===== src/rtl/button_conditioner.sv =====
// Conditions two raw push-buttons into debounced toggle levels and one-cycle press pulses.
// Each channel: 2-FF synchroniser -> counter debouncer -> press-edge detect -> toggle register.
module button_conditioner #(
  parameter int unsigned DEBOUNCE_CYCLES = 1000000,
  parameter bit          BTN_ACTIVE_LOW  = 1'b1
) (
  input  logic clk,
  input  logic reset,
  input  logic btn_dir_raw,
  input  logic btn_pause_raw,
  output logic up_down,
  output logic pause,
  output logic dir_press,
  output logic pause_press
);

  localparam int unsigned     CntW     = $clog2(DEBOUNCE_CYCLES) + 1;
  localparam int unsigned     NumCh    = 2;
  localparam logic            Released = BTN_ACTIVE_LOW;
  localparam logic [CntW-1:0] CntMax   = CntW'(DEBOUNCE_CYCLES - 1);
  // Channel 0 is direction (resets to count up), channel 1 is pause (resets to running).
  localparam logic [NumCh-1:0] TogRst  = 2'b01;

  logic [NumCh-1:0] raw;
  logic [NumCh-1:0] sync1_q, sync1_d;
  logic [NumCh-1:0] sync2_q, sync2_d;
  logic [NumCh-1:0] db_q, db_d;
  logic [NumCh-1:0] press_q, press_d;
  logic [NumCh-1:0] tog_q, tog_d;
  logic [CntW-1:0]  cnt_q [NumCh];
  logic [CntW-1:0]  cnt_d [NumCh];

  assign raw = {btn_pause_raw, btn_dir_raw};

  always_comb begin
    sync1_d = raw;
    sync2_d = sync1_q;
    db_d    = db_q;
    tog_d   = tog_q;
    press_d = '0;
    for (int ch = 0; ch < NumCh; ch++) begin
      cnt_d[ch] = '0;
      if (sync2_q[ch] != db_q[ch]) begin
        if (cnt_q[ch] == CntMax) begin
          db_d[ch] = sync2_q[ch];
        end else begin
          cnt_d[ch] = cnt_q[ch] + 1'b1;
        end
      end
      // db and sync are kept in raw polarity; a change to the non-released level is a press.
      if ((db_d[ch] != db_q[ch]) && (db_d[ch] != Released)) begin
        press_d[ch] = 1'b1;
        tog_d[ch]   = ~tog_q[ch];
      end
    end
  end

  always_ff @(posedge clk) begin
    if (reset) begin
      sync1_q <= {NumCh{Released}};
      sync2_q <= {NumCh{Released}};
      db_q    <= {NumCh{Released}};
      press_q <= '0;
      tog_q   <= TogRst;
      for (int ch = 0; ch < NumCh; ch++) begin
        cnt_q[ch] <= '0;
      end
    end else begin
      sync1_q <= sync1_d;
      sync2_q <= sync2_d;
      db_q    <= db_d;
      press_q <= press_d;
      tog_q   <= tog_d;
      for (int ch = 0; ch < NumCh; ch++) begin
        cnt_q[ch] <= cnt_d[ch];
      end
    end
  end

  assign up_down     = tog_q[0];
  assign pause       = tog_q[1];
  assign dir_press   = press_q[0];
  assign pause_press = press_q[1];

endmodule

===== config.mk =====
export PLATFORM = sky130hd
export DESIGN_NAME = button_conditioner
export DESIGN_NICKNAME = d
export VERILOG_FILES = /design/src/rtl/button_conditioner.sv
export SDC_FILE = /design/constraint.sdc
export NUM_CORES = 1
export LEC_CHECK = 0
export ABC_AREA = 1
export CORE_MARGIN = 2
export CORE_UTILIZATION = 52
export DETAILED_ROUTE_END_ITERATION = 12
export PLACE_DENSITY = 0.72
export REMOVE_ABC_BUFFERS = 1
export SYNTH_ARGS = -nofsm -noshare
export SYNTH_HDL_FRONTEND = slang
export SYNTH_SLANG_ARGS = --single-unit

===== constraint.sdc =====
create_clock -name clk -period 1.4 [get_ports clk]
set_clock_uncertainty 0.05 [all_clocks]
set_input_delay 0.35 -clock clk [delete_from_list [all_inputs] [get_ports clk]]
set_output_delay 0.35 -clock clk [all_outputs]
set_load 0.01 [all_outputs]

# Yosys cells after proc, flatten, opt, wreduce, memory -nomap -nowiden
# Memories as Yosys holds them, arrays and structs flattened.
# Index checks and enable logic that the tools add are counted.
# word_totals
regBits	10
ram_bits	42
input_bits	4
wordCells	38
mem_count	1
# classes
n_addsub	2
n_eq_ne	6
muxes	15
bitwise_logic	6
reduce_logical	2
# mem_list
memory	words	word_bits	rd	rd_clocked_by_memory_dff	write_ports	line	text
cnt_q	2	21	2	0	2	30	logic [CntW-1:0] cnt_q [NumCh];
# ops
cell	count
two-way mux 21 bit	6
adder 21 x 1 -> 21 bit, second input constant	2
== test 21 x 20 -> 1 bit, second input constant	2
two-way mux 1 bit	9
!= test 1 bit	4
inverter 1 bit	4
logical AND 1 bit	2
OR 1 bit	2

# Logic depth before layout (Yosys ltp)
# depth
word_depth	6
ltp_mapped	9

# Least setup slack after synthesis
# Ideal clock, no wire load.
# synth_timing
kind	reg2reg
start	memory cnt_q[0][0] in the netlist's numbering
end	memory cnt_q[0][16] in the netlist's numbering
setup_ns	0.115
t_arrival_ns	1.396
required_time_ns	1.235
slack_ns	-0.161
stages_incl_launch_ff	8
n_path_buf	1
period_less_slack_ns	1.561
path_cell_list	dfxtp_1 ha_1 nand2_2 nor2_4 nand3_1 o21ai_2 buf_6 nor3b_1
# synth_lines
item	line
from (decl)	30

==> results by stage <==
Run status:
- The run finished, with violations left.
- The final reports fail on negative setup slack.

Worst setup path:
- Traced cell by cell, the critical path runs through ha_4 > nand3_4 > nor2_4 > nand2_4 > o21ai_4 > buf_6 > buf_12 > a21oi_1.
- In this run the register-to-register setup slack is -0.11 ns.
- Data on the critical path is required at its endpoint by 1.55 ns.
- STA classifies the critical path startpoint as a register.
- The capturing point of the worst reg2reg path is cnt_q[0][34]$_SDFF_PP0_.
- The critical path class is register to register.
- Of all nets on the critical path, the largest fanout is 6.
- The launching element of the worst setup path is cnt_q[0][22]$_SDFF_PP0_.
- The longest individual stage delay on the worst path is 0.36 ns.
- The worst-path cell with the longest stage delay is sky130_fd_sc_hd__dfxtp_2.
- Together, buffers and inverters on the worst path number 2.
- The arrival time at the worst endpoint is 1.66 ns.
- The reg-to-reg startpoint is cnt_q[0][22]$_SDFF_PP0_.
- Grouping stages by cell kind, the critical path spends the most delay in flip-flops.
- The kind of capture point of the worst setup path is a register.
- Counting cells, the worst reg-to-reg path comes to 8.

Routing:
- Using the TritonRoute via totals, the vias-per-cell ratio works out to roughly 5.
- The count of nets left with antenna violations once routing finished came out at 0.
- For this block, the initial DRC count from the detailed router was 166.
- In the final routed layout, each cell accounts on average for 12.78 um.
- For this block, the routed nets add up to 6873 um of wire.
- For this run, design rule violations remaining after detail routing come to 0.
- For this run, the detailed router's first-pass iteration total came to 5.
- Across all layers, the routed design uses 2757 vias.

Power and ir drop:
- The leakage power figure is 1.295 nW.
- For this design the ratio of total power to cell area is 697.5 nW/um2.
- The internal power consumption is 2.050 mW.
- The worst-case IR drop observed on VDD is 582.6 uV.
- The clock network is responsible for between 40% and 50% of the overall power.
- The proportion of power drawn by flip-flops and latches is between 50% and 60%.
- Net switching is 21.52% of the power.
- In this run the power spent charging and discharging nets is 0.5621 mW.
- The power share of the combinational group is under 10%.

Global routing:
- The initial antenna violation count is 0.
- The pin count of the biggest net entering global routing is 17.
- The global-route usage over all layers is 24.73%.
- The number of global-route vias before repair is 2589.
- The wire length of the first global-routing pass is 10810 um.
- The global-route congestion overflow total is 0.

Floorplanning:
- Pin placement for this block handled 8 I/O pins.
- The initial standard-cell utilization of the core is 53.03%.
- The y dimension of the die is 75.71 um.
- Measured along the x axis, the die boundary spans 75.71 um.
- The die covers 5731 um2.
- The number of standard-cell rows in the floorplan is 26.
- In this run the standard cell core region covers 5042 um2.

Timing:
- The number of slew-limit violations in the final report is 0.
- The final hold violation count is 0.
- Derived from the worst setup path, the maximum achievable clock frequency is 662.8 MHz.
- Final hold analysis gives a worst-case slack of between 0.3 and 0.4 ns.
- After layout, the minimum clock period comes to 1.509 ns.
- The setup slack after layout is -0.1086 ns.
- Setup repair after global routing could not meet its margin everywhere.
- For the pin with the worst max-slew slack, the measured transition is 0.2526 ns.
- Measured against its own limit, the worst slew margin works out to about 83%.
- For the final routed database, the setup TNS stands at -2.405 ns.
- Setup violations remaining at the end of the flow were counted as 35.
- The final critical path takes up 107.8% of the cycle.

Worst hold path:
- The depth of the worst hold-timing path is 1.
- The path class of the tightest hold or removal check is register to register.
- The worst hold path begins at sync1_q[0]$_SDFF_PP1_.
- The worst hold path endpoint is sync2_q[0]$_SDFF_PP1_.

CTS:
- The clock sink total is 52.
- The cell sitting at the root of the clock tree is a sky130_fd_sc_hd__clkbuf_8.
- After clock tree synthesis, the clock-pin slew on the worst setup and hold paths is about 0.1 ns.
- The clock passes through at most 2 buffers.
- Counting the buffers created by CTS gives 5.
- The clock tree from TritonCTS is built.
- The number of buffers added to fix hold violations after cts is 0.
- The H-tree depth reported by CTS is 2.
- The clock latency reported for the late side of the worst-skew pair is 0.32 ns.

Final layout:
- For this run, the post-layout net count is 473.
- The most common cell after layout, fill and taps aside is sky130_fd_sc_hd__nand2_1.
- The finished layout holds 538 standard cells, fillers aside.
- The area added between synthesis and finish is 40.06%.
- The fill cell total of the finished layout is 385.
- 0 antenna diodes ended up in the layout.
- The top cell types in the final layout, fill and taps aside, are sky130_fd_sc_hd__nand2_1 (90), sky130_fd_sc_hd__nor2_1 (54), sky130_fd_sc_hd__inv_1 (49).
- The multi-input combinational cells in the finished layout cover a total of 1690 um2.
- The share of final-layout standard cells stronger than drive strength 1 is 33.55%.
- The storage element area is 1070 um2.

Yosys:
- The top cell type by area accounts for between 30% and 40% of the synthesized area.
- Synthesis handed over a netlist of 398 instances.
- The per-instance average area after synthesis is about 6.7 um2.
- The proportion of synthesized chip area in sequential cells is 38.93%.
- During synthesis, Yosys emitted a total of 0 warnings.
- Yosys mapped the design onto 27 distinct sky130hd cell types.
- The leading area contributor after synthesis is sky130_fd_sc_hd__dfxtp_1.
- Ranked by total cell area, the synthesized netlist is headed by sky130_fd_sc_hd__dfxtp_1 (39%), sky130_fd_sc_hd__nand2_1 (13%), sky130_fd_sc_hd__nor2_1 (9.7%).
- Counting flops and latches in the post-synthesis netlist gives 52.
- In this run the cell area of the synthesized design comes to 2674 um2.

Placement:
- The number of port buffers is 7.
- The half-perimeter wire length after detailed placement is 4479 um.
- Counting tap cells, the placed design contains a total of 515 instances.
- Routability-driven placement finished with a final weighted congestion of 0.9329.

Flow run:
- The total of max-cap violations is 0.
[worst max path at each step]
stage / endpoint / slack, ns / cells past startpoint
2_1_floorplan: cnt_q[0][16]$_SDFF_PP0_ / -0.40 / 6
3_3_place_gp: cnt_q[0][35]$_SDFF_PP0_ / -0.26 / 7
3_5_place_dp: cnt_q[0][23]$_SDFF_PP0_ / -0.27 / 7
4_1_cts: cnt_q[0][34]$_SDFF_PP0_ / -0.15 / 8
5_1_grt: cnt_q[0][34]$_SDFF_PP0_ / -0.18 / 9
6_report: cnt_q[0][34]$_SDFF_PP0_ / -0.11 / 8
[routing by layer]
metal | global-route usage [%] | part of all wire [%] | up-vias
met5 | 0 | 0 | -
met2 | 43.67 | 52 | 58
met4 | 13.45 | 3.5 | 0
met3 | 5.026 | 2.5 | 21
met1 | 27.79 | 42 | 1268
li1 | - | - | 1410
[repair_timing]
item | CTS | global route
endpoints found under the setup margin | 51 | 48
buffers inserted | 8 | 5
resized for setup | 55 | 52
pin swaps | 15 | 6
hold endpoints to repair | 0 | 0
cloned | 3 | 0
[power by group through the flow]
stage,combinational [mW],clock (mW),sequential (mW)
floorplan,0.0183,0,1.52
global placement,0.0503,0,1.52
detailed placement,0.0509,0,1.52
CTS,0.0690,1.07,1.49
global route,0.0748,1.13,1.49
finish,0.0695,1.05,1.49
[through the flow]
stage	total power [mW]	utilization [%]	worst slack, ns	instance area, um2
5_1_grt	2.697	74.27	-0.1826	3745
6_report	2.612	74.27	-0.1086	3745
4_1_cts	2.625	70.52	-0.1534	3556
3_5_place_dp	1.574	62.46	-0.2732	3149
3_3_place_gp	1.573	62.46	-0.2599	3149
2_1_floorplan	1.542	-	-0.3969	2636
[logic make-up after synthesis]
family                     share of synthesized area, %
and+or+nand+nor                                   41.46
buffers and inverters                             8.563
DFF                                               38.93
AOI/OAI and AO/OA                                 7.160
xor gates and xnor gates                          2.948
adders and majority gates                        0.9357
[worst reg2reg max path, cell delays in order (launching register included)]
cell and delay [ns]:
sky130_fd_sc_hd__dfxtp_2 0.36, sky130_fd_sc_hd__ha_4 0.15, sky130_fd_sc_hd__nand3_4 0.09, sky130_fd_sc_hd__nor2_4 0.15
sky130_fd_sc_hd__nand2_4 0.07, sky130_fd_sc_hd__o21ai_4 0.20, sky130_fd_sc_hd__buf_6 0.16, sky130_fd_sc_hd__buf_12 0.12
sky130_fd_sc_hd__a21oi_1 0.05
[cell usage after synthesis, drive strengths merged]
cell and count:
o21ai 11, nor2 72, and2 1, nand4 13, xor2 7, nor3b 5
nand3 19, xnor2 2, nand2 97, a21oi 25, buf 4, nor3 27
nand3b 5, dfxtp 52, or2 5, ha 2, inv 51
[sequential cells by signal (all words and copies together) (netlist names)]
signal and cells:
sync1_q 2, press_q 2, tog_q 2, sync2_q 2, cnt_q 42, db_q 2
[area by class of cell]
| cell class | count | share of cell area [%] |
|---|---|---|
| Tap cell | 70 | 2.339 |
| Clock buffer | 5 | 1.838 |
| Clock inverter | 3 | 1.136 |
| Multi-Input combinational cell | 291 | 45.14 |
| Timing Repair Buffer | 66 | 15.80 |
| Sequential cell | 52 | 28.57 |
| Inverter | 51 | 5.179 |
Power figures use the tool's default switching activity.
